[config.mk]
export PLATFORM = sky130hd
export DESIGN_NAME = sprite_bank_arbiter_flat
export DESIGN_NICKNAME = d
export VERILOG_FILES = /design/src/rtl/sprite_bank_arbiter_if.sv /design/src/rtl/sprite_bank_arbiter.sv /design/src/flat_wrapper.sv
export SDC_FILE = /design/constraint.sdc
export NUM_CORES = 1
export LEC_CHECK = 0
export ABC_AREA = 1
export CORE_MARGIN = 3
export CORE_UTILIZATION = 57
export CTS_CLUSTER_SIZE = 40
export DETAILED_ROUTE_END_ITERATION = 8
export PLACE_DENSITY = 0.85
export SYNTH_ARGS = -nofsm -noshare
export SYNTH_HDL_FRONTEND = slang
export SYNTH_SLANG_ARGS = --single-unit
[constraint.sdc]
create_clock -name clk -period 8.7 [get_ports clk]
set_input_delay 1.74 -clock clk [delete_from_list [all_inputs] [get_ports clk]]
set_output_delay 1.74 -clock clk [all_outputs]
set_load 0.02 [all_outputs]
[src/rtl/sprite_bank_arbiter_if.sv]
// Bus bundle for the sprite bank arbiter: print-path read port, CPU write port,
// FIFO occupancy and the single-port bank strobe/data lines.
interface sprite_bank_arbiter_if #(
   parameter int ADDR_W = 5,
   parameter int DATA_W = 32,
   parameter int CNT_W  = 3
);
   logic              rd_req;
   logic [ADDR_W-1:0] rd_addr;
   logic              rd_ready;
   logic              rd_valid;
   logic [DATA_W-1:0] rd_data;

   logic              wr_valid;
   logic [ADDR_W-1:0] wr_addr;
   logic [DATA_W-1:0] wr_data;
   logic              wr_ready;
   logic [CNT_W-1:0]  fifo_count;

   logic              bank_en;
   logic              bank_we;
   logic [ADDR_W-1:0] bank_addr;
   logic [DATA_W-1:0] bank_wdata;
   logic [DATA_W-1:0] bank_rdata;

   modport slave (
      input  rd_req, rd_addr, wr_valid, wr_addr, wr_data, bank_rdata,
      output rd_ready, rd_valid, rd_data, wr_ready, fifo_count,
             bank_en, bank_we, bank_addr, bank_wdata
   );

   modport master (
      output rd_req, rd_addr, wr_valid, wr_addr, wr_data, bank_rdata,
      input  rd_ready, rd_valid, rd_data, wr_ready, fifo_count,
             bank_en, bank_we, bank_addr, bank_wdata
   );
endinterface

[src/rtl/sprite_bank_arbiter.sv]
// Shares the single-port sprite register bank between the scan-out read path
// (priority) and CPU writes buffered in a small FIFO with a starvation guard.
module sprite_bank_arbiter #(
   parameter int ADDR_W     = 5,
   parameter int DATA_W     = 32,
   parameter int FIFO_DEPTH = 4,
   parameter int MAX_WAIT   = 15
) (
   input logic                  clk,
   input logic                  reset,
   sprite_bank_arbiter_if.slave bus
);
   localparam int PTR_W = $clog2(FIFO_DEPTH);
   localparam int CNT_W = PTR_W + 1;
   localparam int STV_W = $clog2(MAX_WAIT + 1);

   typedef enum logic [1:0] {IDLE, READ, WRITE, FORCE} state_t;

   state_t            state_q, state_d;
   logic [ADDR_W-1:0] fifo_addr_q [FIFO_DEPTH];
   logic [DATA_W-1:0] fifo_data_q [FIFO_DEPTH];
   logic [PTR_W-1:0]  wptr_q, rptr_q, offs;
   logic [CNT_W-1:0]  count_q, count_d;
   logic [STV_W-1:0]  starve_q, starve_d;
   logic              bank_en_q, bank_we_q, rd_valid_q;
   logic [ADDR_W-1:0] bank_addr_q;
   logic [DATA_W-1:0] bank_wdata_q, rd_data_q;
   logic              fifo_empty, hazard, force_wr, rd_ready, rd_fire, pop, push;

   // An entry is live when its distance from the read pointer is below the occupancy.
   always_comb begin
      hazard = 1'b0;
      offs   = '0;
      for (int i = 0; i < FIFO_DEPTH; i++) begin
         offs = PTR_W'(i) - rptr_q;
         if (({1'b0, offs} < count_q) && (fifo_addr_q[i] == bus.rd_addr))
            hazard = 1'b1;
      end
      hazard = hazard && bus.rd_req;
   end

   always_comb begin
      fifo_empty = (count_q == '0);
      force_wr   = (starve_q == STV_W'(MAX_WAIT)) && !fifo_empty;
      rd_ready   = !hazard && !force_wr;
      rd_fire    = bus.rd_req && rd_ready;
      pop        = !fifo_empty && !rd_fire;
      push       = bus.wr_valid && (count_q < CNT_W'(FIFO_DEPTH));
      count_d    = count_q + CNT_W'(push) - CNT_W'(pop);

      state_d = IDLE;
      if (rd_fire)
         state_d = READ;
      else if (pop && force_wr)
         state_d = FORCE;
      else if (pop)
         state_d = WRITE;

      starve_d = starve_q;
      if (pop || fifo_empty)
         starve_d = '0;
      else if (rd_fire && (starve_q != STV_W'(MAX_WAIT)))
         starve_d = starve_q + 1'b1;
   end

   always_ff @(posedge clk) begin
      if (push) begin
         fifo_addr_q[wptr_q] <= bus.wr_addr;
         fifo_data_q[wptr_q] <= bus.wr_data;
      end
   end

   always_ff @(posedge clk or posedge reset) begin
      if (reset) begin
         state_q      <= IDLE;
         wptr_q       <= '0;
         rptr_q       <= '0;
         count_q      <= '0;
         starve_q     <= '0;
         bank_en_q    <= 1'b0;
         bank_we_q    <= 1'b0;
         bank_addr_q  <= '0;
         bank_wdata_q <= '0;
         rd_valid_q   <= 1'b0;
         rd_data_q    <= '0;
      end else begin
         state_q  <= state_d;
         count_q  <= count_d;
         starve_q <= starve_d;
         if (push) wptr_q <= wptr_q + 1'b1;
         if (pop)  rptr_q <= rptr_q + 1'b1;

         bank_en_q <= rd_fire || pop;
         bank_we_q <= pop;
         if (rd_fire) begin
            bank_addr_q <= bus.rd_addr;
         end else if (pop) begin
            bank_addr_q  <= fifo_addr_q[rptr_q];
            bank_wdata_q <= fifo_data_q[rptr_q];
         end

         // A READ grant last cycle means the bank is presenting that word now.
         rd_valid_q <= (state_q == READ);
         if (state_q == READ)
            rd_data_q <= bus.bank_rdata;
      end
   end

   assign bus.rd_ready   = rd_ready && !reset;
   assign bus.wr_ready   = (count_q < CNT_W'(FIFO_DEPTH)) && !reset;
   assign bus.fifo_count = count_q;
   assign bus.bank_en    = bank_en_q;
   assign bus.bank_we    = bank_we_q;
   assign bus.bank_addr  = bank_addr_q;
   assign bus.bank_wdata = bank_wdata_q;
   assign bus.rd_valid   = rd_valid_q;
   assign bus.rd_data    = rd_data_q;
endmodule
[src/flat_wrapper.sv]
// flat-port wrapper written by rule: the top's interface ports become plain ports
module sprite_bank_arbiter_flat 
#(
   parameter int ADDR_W     = 5,
   parameter int DATA_W     = 32,
   parameter int FIFO_DEPTH = 4,
   parameter int MAX_WAIT   = 15
)
  (clk, reset, bus_rd_req, bus_rd_addr, bus_wr_valid, bus_wr_addr, bus_wr_data, bus_bank_rdata, bus_rd_ready, bus_rd_valid, bus_rd_data, bus_wr_ready, bus_fifo_count, bus_bank_en, bus_bank_we, bus_bank_addr, bus_bank_wdata);
  sprite_bank_arbiter_if #(.ADDR_W(ADDR_W), .DATA_W(DATA_W)) bus_i ();
  input logic clk;
  input logic reset;
  input wire logic [$bits(bus_i.rd_req)-1:0] bus_rd_req;
  input wire logic [$bits(bus_i.rd_addr)-1:0] bus_rd_addr;
  input wire logic [$bits(bus_i.wr_valid)-1:0] bus_wr_valid;
  input wire logic [$bits(bus_i.wr_addr)-1:0] bus_wr_addr;
  input wire logic [$bits(bus_i.wr_data)-1:0] bus_wr_data;
  input wire logic [$bits(bus_i.bank_rdata)-1:0] bus_bank_rdata;
  output wire logic [$bits(bus_i.rd_ready)-1:0] bus_rd_ready;
  output wire logic [$bits(bus_i.rd_valid)-1:0] bus_rd_valid;
  output wire logic [$bits(bus_i.rd_data)-1:0] bus_rd_data;
  output wire logic [$bits(bus_i.wr_ready)-1:0] bus_wr_ready;
  output wire logic [$bits(bus_i.fifo_count)-1:0] bus_fifo_count;
  output wire logic [$bits(bus_i.bank_en)-1:0] bus_bank_en;
  output wire logic [$bits(bus_i.bank_we)-1:0] bus_bank_we;
  output wire logic [$bits(bus_i.bank_addr)-1:0] bus_bank_addr;
  output wire logic [$bits(bus_i.bank_wdata)-1:0] bus_bank_wdata;
  assign bus_i.rd_req = bus_rd_req;
  assign bus_i.rd_addr = bus_rd_addr;
  assign bus_i.wr_valid = bus_wr_valid;
  assign bus_i.wr_addr = bus_wr_addr;
  assign bus_i.wr_data = bus_wr_data;
  assign bus_i.bank_rdata = bus_bank_rdata;
  assign bus_rd_ready = bus_i.rd_ready;
  assign bus_rd_valid = bus_i.rd_valid;
  assign bus_rd_data = bus_i.rd_data;
  assign bus_wr_ready = bus_i.wr_ready;
  assign bus_fifo_count = bus_i.fifo_count;
  assign bus_bank_en = bus_i.bank_en;
  assign bus_bank_we = bus_i.bank_we;
  assign bus_bank_addr = bus_i.bank_addr;
  assign bus_bank_wdata = bus_i.bank_wdata;
  sprite_bank_arbiter #(.ADDR_W(ADDR_W), .DATA_W(DATA_W), .FIFO_DEPTH(FIFO_DEPTH), .MAX_WAIT(MAX_WAIT)) u_core (.clk(clk), .reset(reset), .bus(bus_i));
endmodule
# == Word level (Yosys, flattened, before mapping) ==
# Memories as Yosys holds them, arrays and structs flattened. A register that Yosys moved wholly into a read port is not among the register bits.
# Index checks and enable logic that the tools add are counted.
# op_classes
n_addsub,9
n_eq_ne,7
n_lt_le_gt_ge,5
n_mux,13
n_bitwise,1
reduce_logical,25
# op_table
cell,count
5-bit equality test,4
1-bit logical AND,14
2-bit by 3-bit less-than comparator with 1-bit output,4
5-bit 2-to-1 mux,2
4-bit 2-to-1 mux,2
1-bit 2-to-1 mux,6
2-bit 2-to-1 mux,3
1-bit zero test,5
"2-bit by 1-bit adder with 2-bit output, second input constant",2
"4-bit by 1-bit adder with 4-bit output, second input constant",1
"4-bit equality test, second input constant",1
"4-bit != test, second input constant",1
2-bit nonzero test,2
"1-bit by 2-bit subtractor with 2-bit output, first input constant",2
"2-bit subtractor, first input constant",2
3-bit by 1-bit adder with 3-bit output,1
3-bit zero test,1
"3-bit less-than comparator, second input constant",1
3-bit by 1-bit subtractor with 3-bit output,1
"2-bit by 1-bit equality test with 1-bit output, second input constant",1
1-bit logical OR,2
2-bit AND reduction,1
1-bit NOT,1
# word_totals
wordCells,72
ram_bits,148
reg_bits,53
out_inout_bits,77
mem_count,2
inputBits,78
# mem_list
name,depth,word_bits,rd,rd_ports_with_merged_regs,write_ports,line_no,rtl
u_core.fifo_data_q,4,32,1,1,1,sprite_bank_arbiter.sv:21,logic [DATA_W-1:0] fifo_data_q [FIFO_DEPTH];
u_core.fifo_addr_q,4,5,5,0,1,sprite_bank_arbiter.sv:20,logic [ADDR_W-1:0] fifo_addr_q [FIFO_DEPTH];

# == Longest topological paths before layout ==
# Gate-level depths: netlist (run 1).
# logic_depth
ltp_word,16
mapped_depth,23
depth_no_buf,20

# == Worst setup path after synthesis (run 1) ==
# Ideal clock, no wire load.
# synth_timing
path_type,input -> output
start,input port bus_rd_addr[1]
end,output port bus_rd_ready
n_path_buf,1
path_stages,10
setup_slack_ns,4.236
t_required_ns,6.960
arrival_ns,2.724
cell_sequence,buf_4 > inv_1 > nand2_1 > nand4_1 > nor2_1 > nand2_1 > nand2_1 > o21ai_0 > nand2_1 > nor2_1
# synth_between
elab_chain_cells,10
word_cells_on_any_way,16
classes_between,4 x eq/ne; 4 x mux; 8 x reduce/logical
# synth_rtl
item,line_no,rtl
"start, declared",flat_wrapper.sv:14,input wire logic [$bits(bus_i.rd_addr)-1:0] bus_rd_addr;
5-bit equality test,sprite_bank_arbiter.sv:36,"if (({1'b0, offs} < count_q) && (fifo_addr_q[i] == bus.rd_addr))"
1-bit logical AND,sprite_bank_arbiter.sv:36,
1-bit 2-to-1 mux (3 in series),sprite_bank_arbiter.sv:36,
1-bit 2-to-1 mux *,sprite_bank_arbiter.sv:36,
1-bit logical AND *,sprite_bank_arbiter.sv:39,hazard = hazard && bus.rd_req;
1-bit zero test *,sprite_bank_arbiter.sv:45,rd_ready = !hazard && !force_wr;
1-bit logical AND *,sprite_bank_arbiter.sv:45,
1-bit logical AND *,sprite_bank_arbiter.sv:109,assign bus.rd_ready = rd_ready && !reset;
"end, declared",flat_wrapper.sv:19,output wire logic [$bits(bus_i.rd_ready)-1:0] bus_rd_ready;
# Every way passes the cells marked *; elsewhere a longest branch is shown, timed or not.

# == Final worst setup path (run 1) ==
# layout_timing
start,register u_core.rptr_q[0]
end,"register u_core.count_q[2], in the netlist u_core.bus.fifo_count[2]"
# layout_between
elab_chain_cells,14
word_cells_on_any_way,23
classes_between,5 x add/sub; 4 x order compare; 4 x mux; 10 x reduce/logical
# layout_rtl
item,line_no,rtl
"start, declared",sprite_bank_arbiter.sv:22,"logic [PTR_W-1:0] wptr_q, rptr_q, offs;"
"start signal, assigned",sprite_bank_arbiter.sv:91,if (pop) rptr_q <= rptr_q + 1'b1;
1-bit by 2-bit subtractor with 2-bit output,sprite_bank_arbiter.sv:35,offs = PTR_W'(i) - rptr_q;
2-bit by 3-bit less-than comparator with 1-bit output,sprite_bank_arbiter.sv:36,
1-bit logical AND,sprite_bank_arbiter.sv:36,
1-bit 2-to-1 mux (3 in series),sprite_bank_arbiter.sv:36,
1-bit 2-to-1 mux *,sprite_bank_arbiter.sv:36,
1-bit logical AND *,sprite_bank_arbiter.sv:39,
1-bit zero test *,sprite_bank_arbiter.sv:45,
1-bit logical AND *,sprite_bank_arbiter.sv:45,
1-bit logical AND *,sprite_bank_arbiter.sv:46,rd_fire = bus.rd_req && rd_ready;
1-bit zero test *,sprite_bank_arbiter.sv:47,pop = !fifo_empty && !rd_fire;
1-bit logical AND *,sprite_bank_arbiter.sv:47,
named net u_core.pop,sprite_bank_arbiter.sv:28,"logic fifo_empty, hazard, force_wr, rd_ready, rd_fire, pop, push;"
3-bit by 1-bit subtractor with 3-bit output *,sprite_bank_arbiter.sv:49,count_d = count_q + CNT_W'(push) - CNT_W'(pop);
named net u_core.count_d[2],sprite_bank_arbiter.sv:23,"logic [CNT_W-1:0] count_q, count_d;"
"end signal, assigned",sprite_bank_arbiter.sv:88,count_q <= count_d;
"end, declared",sprite_bank_arbiter.sv:23,
# Mark *: on every way through the listed nets, which the timed path passes. The rest lies on a longest branch.
# A chain may end at the register's enable or synchronous reset.

==> results.md, run 1 <==
* CTS resizes at 0
* Final setup fails at 0
* Synth warnings at 0
* Full die area at 17,900 um^2
* Post-synth top area share at 47.6%
* Sink Count at 233
* Max-slew headroom at 20.3%
* Synthesized instance count at a little under 800
* Synth Register Bits at 233
* Busiest grt layer: met2
* Max FO, Critical Path at 47
* Total CTS buffers at 23
* Post-CTS setup buffer count at 0
* Hold-fix buffers at CTS at 0
* Vias in the first global route at 6,698
* Register area share after synthesis at 70.4%
* M2 GR Usage at 40.9%
* Design area at 11,700 um^2
* CTS clk-pin slew, worst paths at 60 ps
* Clk buf depth at 3
* Most common cell in the netlist: nand2_1
* DPL Wire Length at 12,900 um
* Final Max Tran Viols at 0
* GRT Residual Overflow at 0
* DRT iter0 DRCs at 533
* Core ar. at about 16,000 um^2
* Initial Util at about three fifths
* First-pass GRT wire length at 33,900 um
* Post-synthesis async set-or-reset flop share at 36.5%
* Wire per inst at 18.7 um
* Met3 usage at 4.99%
* DRC violations left at 0
* Pwr/cell area at 348 nW/um^2
* Worst skew pair latency at approximately 500 ps
* Distinct cells, synth at 26
* I/O Pins at 155
* Die Y at 134 um
* Rows at 46
* Die width at 134 um
* Area leader, netlist: edfxtp_1
* Gpl congestion at 0.887
* Port Buffers at 154
* DR vias at 6,529
* Required time worst endpoint at 9080 ps
* Proportion of layout cells with a drive suffix above 1 at 6.34%
* Leakage at 4.71 nW
* Max-cap violations at 0
* H-tree lvl count at 1
* Status: finished, final reports clean
* Root Buffer: clkbuf_16
* Post-Syn Nets at 870
* Inst Count DP at 1,106
* Clock skew at 14.2 ps
* Largest cells by area after synthesis: edfxtp_1 48%, dfrtp_1 23%, nand3_1 8.7%, nand2_1 7.8%, a22oi_1 3.0%
* Peak VDD IR at 0.218 mV
* Final ANT Viol Nets at 0
* Nets at 1,005
* Non-Filler Instances at 1,147
* Crit path DAT at 7080 ps
* Pin count of the biggest net entering global routing at about 80
* Antenna violations before repair at 1
* Minimum clock period at 6700 ps
* Hold Slack at 467 ps
* Synth cell count leaders: 194 x nand2_1, 162 x nand3_1, 148 x edfxtp_1, 85 x dfrtp_1, 37 x a22oi_1
* Crit end category: flop
* Worst slew pin tran at 1190 ps
* Diode count at 0
* Met1 Use GR at 29.7%
* Kind of critical path: flop to flop
* Final hold violation count at 0
* Avg Synthesized Cell Area at between 10 and 15 um^2
* Area grow syn2layout at 25.0%
* Routed vias/inst at 5.69
* RSZ-0062 raised after global routing: no
* Setup tns final at 0 ps
* HP Class: flop to flop
* Drt pass-1 iters at 6
* F_max at 0.149 GHz
* Synth Cell Area at 9330 um^2
* Synth Flop Type: edfxtp_1
* Final wirelength at ~21,000 um
* Number of enable flip-flop cells after synthesis at between 100 and 150
* Nature of the critical path startpoint: flop
* DP Area at 11,000 um^2
* Total Routing Usage GR at 23.7%
* CTS tree: done
* Fin crit share at 77.0%
[logic make-up after synthesis]
family / share of synthesized area [%]
flip-flops: 70.4
buffers and inverters: 4.01
XOR/XNOR: 2.06
AO/OA/AOI/OAI: 3.30
AND/OR/NAND/NOR: 18.5
adder cells (fa/ha/maj): 1.69
[stage by stage]
| step | total power, mW | util (%) | setup WS (ps) |
|---|---|---|---|
| after floorplan | 2.54 | - | 4240 |
| after global placement | 3.11 | 68.8 | 2260 |
| after detailed placement | 3.17 | 68.8 | 2060 |
| after CTS | 4.08 | 73.2 | 2020 |
| after global routing | 4.28 | 73.2 | 1590 |
| final | 4.06 | 73.2 | 2000 |
[path summary, 6_finish.rpt]
kind	depth (start not counted)	slack (ps)	start	to
max	18	2000	u_core.rptr_q[0]	u_core.bus.fifo_count[2]
min	1	470	u_core.starve_q[0]	u_core.starve_q[0]
max reg2reg	18	2000	u_core.rptr_q[0]	u_core.bus.fifo_count[2]
min reg2reg	1	470	u_core.starve_q[0]	u_core.starve_q[0]
max in group asynchronous	3	6000	reset	u_core.bus.bank_wdata[20]
min in group asynchronous	2	1590	reset	u_core.starve_q[2]
[critical path: stages, from the launching register on]
cell and delay, ps:
dfrtp_2 950, inv_2 570, nor2_4 950, inv_1 100
nand2_1 140, inv_1 60, ha_1 270, a31oi_1 80
nand3_1 90, nand2_1 100, nor2_4 190, nand3_2 830
nand2_2 1020, inv_1 160, ha_1 310, inv_1 40
ha_1 170, fa_1 380, xor2_1 170
[metal layers]
layer | vias to the layer above | wire length (um)
met5 | - | 13
met4 | 2 | 550
met3 | 49 | 1980
met2 | 337 | 10600
met1 | 3152 | 8290
li1 | 2989 | -
[cells in the final DEF, fill, tap and decap left out, types with 17 or more instances in the layout]
cell             netlist  layout
nand3_1              162     162
clkbuf_16              0      24
inv_1                 27      26
edfxtp_1             148     148
a22oi_1               37      37
dfrtp_1               85      83
clkdlybuf4s50_1        0     154
nand2_1              194     194
nor2_1                24      17
[where the power goes]
group / switching [mW] / leakage (nW) / internal, mW / total [mW]
combinational: 0.912 / 1.97 / 0.587 / 1.50
sequential: 0.182 / 2.39 / 1.48 / 1.66
clock: 0.394 / 0.345 / 0.513 / 0.907
total: 1.49 / 4.71 / 2.58 / 4.06
[layout make-up]
class | count | area, um^2
flip-flops and latches | 233 | 6570
well taps | 216 | 270
fillers | 1034 | 4280
inverters | 30 | 115
multi-input cells | 468 | 2430
clock inverters | 12 | 63.8
clock buffers | 29 | 629
repair buffers | 159 | 1580
[state kept, by name, indices dropped and copies added, names as in the netlist]
signal                 flops
u_core.fifo_data_q       128
u_core.bus.bank_wdata     32
u_core.bus.rd_data        32
u_core.fifo_addr_q        20
u_core.bus.bank_addr       5
u_core.starve_q            4
u_core.bus.fifo_count      3
u_core.rptr_q              2
u_core.state_q             2
u_core.wptr_q              2
u_core.bus.bank_en         1
u_core.bus.bank_we         1
u_core.bus.rd_valid        1
Note: power is estimated with default switching activity, not from simulation.
==> run 2, diff against run 1 <==
--- a/config.mk
+++ b/config.mk
@@ -7,10 +7,10 @@
 export LEC_CHECK = 0
 export ABC_AREA = 1
 export CORE_MARGIN = 3
-export CORE_UTILIZATION = 57
+export CORE_UTILIZATION = 53
 export CTS_CLUSTER_SIZE = 40
 export DETAILED_ROUTE_END_ITERATION = 8
-export PLACE_DENSITY = 0.85
+export PLACE_DENSITY = 0.8
 export SYNTH_ARGS = -nofsm -noshare
 export SYNTH_HDL_FRONTEND = slang
 export SYNTH_SLANG_ARGS = --single-unit
==> constraint.sdc (replaced) <==
create_clock -name clk -period 6.92 [get_ports clk]
set_input_delay 1.384 -clock clk [delete_from_list [all_inputs] [get_ports clk]]
set_output_delay 1.384 -clock clk [all_outputs]
set_load 0.02 [all_outputs]
==> run 2 against run 1 <==
Critical path type is now flop to primary output. Die area is 7.2% higher. First-iteration DRC count is 2.4% lower. Largest cell class unchanged. Critical endpoint is now bus_rd_ready. Register-to-register slack better by 200 ps.
==> results.md, run 2 (synthesis results as in run 1) <==
* Sequential share of power at 38.8% (-2.0 points)
* Setup tns final at 0 ps (unchanged)
* M2 GR Usage at 37.1% (-3.9 points)
* RSZ-0062 raised after global routing: no
* FF+latch area at 6570 um^2 (unchanged)
* Commonest non-fill, non-tap cell in the layout: nand2_1
* FF-to-FF Start: u_core.rptr_q[0]
* Final hold violation count at 0 (unchanged)
* DR vias at 6,412 (-1.8%)
* CTS clk-pin slew, worst paths at 60 ps (about the same)
* Rows at 47 (+2.2%)
* Setup slack, reg-to-reg at 2200 ps (+200 ps)
* Inst Count DP at 1,114 (+0.72%)
* Clk buf depth at 3 (unchanged)
* Post-CTS setup buffer count at 0 (unchanged)
* Die Y at 139 um (+3.5%)
* Fill count at 1,227 (+19%)
* Wire per inst at 18.4 um (-1.6%)
* Vias in the first global route at 6,503 (-2.9%)
* Crit path DAT at 3900 ps (-3180 ps)
* DPL Wire Length at 12,400 um (-3.8%)
* Busiest grt layer: met2
* Pin count of the biggest net entering global routing at 79 (unchanged)
* Clock share of power at 24.1% (+1.8 points)
* Leakage at 4.76 nW (+1.0%)
* Max-cap violations at 0 (unchanged)
* Hold-fix buffers at CTS at 0 (unchanged)
* Total CTS buffers at 23 (unchanged)
* First-pass GRT wire length at 34,100 um (+0.37%)
* Setup WS pre-CTS at 2110 ps (+59.3 ps)
* Final WS setup at 1630 ps (-369 ps)
* Switching power at 1.87 mW (+25%)
* Diode count at 0 (unchanged)
* WHS Path Cells at 1 (unchanged)
* FF-to-FF End: u_core.bus.fifo_count[2]
* Core ar. at 16,900 um^2 (+6.2%)
* Met3 usage at 4.24% (-0.75 points)
* Final ANT Viol Nets at 0 (unchanged)
* Drt pass-1 iters at 6 (unchanged)
* Routed vias/inst at 5.56 (-2.4%)
* GRT Residual Overflow at 0 (unchanged)
* Gpl congestion at 0.858 (-3.4%)
* Hold Path End: u_core.starve_q[0]
* Max-slew headroom at 28.0% (+7.8 points)
* Total Routing Usage GR at 21.8% (-1.9 points)
* Number of flip-flops in the largest register at 128 (unchanged)
* DP Area at 11,000 um^2 (+0.32%)
* Sink Count at 233 (unchanged)
* H-tree lvl count at 1 (unchanged)
* Crit end category: primary output
* Worst skew pair latency at 490 ps (about the same)
* Final Max Tran Viols at 0 (unchanged)
* Final setup fails at 0 (unchanged)
* Pwr/cell area at 446 nW/um^2 (+28%)
* CTS tree: done
* Final wirelength at 21,200 um (-1.0%)
* Cell-internal power at 3.38 mW (+31%)
* HP Class: flop to flop
* Met1 Use GR at 28.5% (-1.2 points)
* Top reg by flops: u_core.fifo_data_q
* DRC violations left at 0 (unchanged)
* Worst slew pin tran at 1080 ps (-117 ps)
* Proportion of layout cells with a drive suffix above 1 at 6.32% (-0.020 points)
* Tot Pwr at 5.25 mW (+29%)
* Port Buffers at 154 (unchanged)
* Sw Ratio at 35.5% (-1.1 points)
* Non-Filler Instances at 1,154 (+0.61%)
* Status: finished, final reports clean
* Nature of the critical path startpoint: flop
* Clock skew at 10.4 ps (-3.74 ps)
* Max FO, Critical Path at 40 (-15%)
* Worst r2r path cells at 18 (unchanged)
* I/O Pins at 155 (unchanged)
* Area grow syn2layout at 26.2%
* DRT iter0 DRCs at 520 (-2.4%)
* Worst hold path startpoint: u_core.starve_q[0]
* Fin crit share at 76.4%
* Full die area at 19,200 um^2 (+7.2%)
* Root Buffer: clkbuf_16
* Initial Util at 55.1% (-3.4 points)
* Kind of critical path: flop to primary output
* Required time worst endpoint at 5540 ps (-3540 ps)
* F_max at 0.189 GHz
* Gate power share at 37.1% (+0.2 points)
* Most frequent cells in the layout: 194 x nand2_1, 162 x nand3_1, 154 x clkdlybuf4s50_1
* Design area at 11,800 um^2 (+0.97%)
* Die width at 139 um (+3.5%)
* Nets at 1,009 (+0.40%)
* Minimum clock period at 5290 ps
* CTS resizes at 0 (unchanged)
* Peak VDD IR at 0.289 mV (+33%)
* Antenna violations before repair at 1 (unchanged)
* Area taken by multi-input logic gates at 2430 um^2 (unchanged)
## run 2: cell types whose count changed in the layout (fill, tap and decap cells not counted)
cell | previous run | this run
clkbuf_16 | 24 | 23
clkinvlp_4 | 2 | 1
bufinv_16 | 0 | 4
clkbuf_8 | 1 | 2
buf_4 | 5 | 9
clkbuf_1 | 4 | 7
clkinv_2 | 9 | 2
## run 2: worst max-delay path, stage by stage, from the launching register on
cell,delay (ps)
dfrtp_2,360
inv_2,320
nor2_4,950
inv_1,90
nand2_1,140
inv_1,60
ha_1,260
a31oi_1,90
nand3_1,90
nand2_1,90
o21ai_0,150
nand2_1,90
nor2_1,90
clkdlybuf4s50_1,600
## run 2: final cells by class
type	count	share of cell area [%]
Sequential cell	233	55.8
Multi-Input combinational cell	468	20.7
Timing Repair Buffer	163	13.7
Clock buffer	32	5.34
Tap cell	220	2.34
Clock inverter	8	1.20
Inverter	30	0.977
## run 2: worst max-delay path by stage
stage / from / endpoint / slack (ps) / cells after the start
final: u_core.rptr_q[0] / bus_rd_ready / 1630 / 13
after global routing: u_core.rptr_q[0] / bus_rd_ready / 1280 / 13
after CTS: u_core.rptr_q[0] / bus_rd_ready / 1580 / 13
after detailed placement: bus_rd_addr[4] / bus_rd_ready / 2110 / 9
after global placement: u_core.rptr_q[0] / bus_rd_ready / 2150 / 13
after floorplan: bus_rd_addr[1] / bus_rd_ready / 3170 / 10
## run 2: power by group through the flow
stage	registers, mW	logic, mW	clock network, mW
floorplan	2.30	0.902	0
global placement	2.05	1.90	0
detailed placement	2.06	1.95	0
CTS	2.04	1.97	1.29
global route	2.07	2.13	1.35
finish	2.04	1.95	1.27
## run 2: routing by layer
layer  vias to the layer above  wire (um)
met1                      3083       8950
met2                       292      10300
met4                         2        450
met5                         -          8
li1                       2993          -
met3                        42       1530
## run 2: per-stage QoR
step                      hold WS (ps)  utilization [%]
after global routing               487             69.5
after global placement             450             65.0
after floorplan                    432                -
final                              467             69.5
after detailed placement           452             65.0
after CTS                          461             69.5
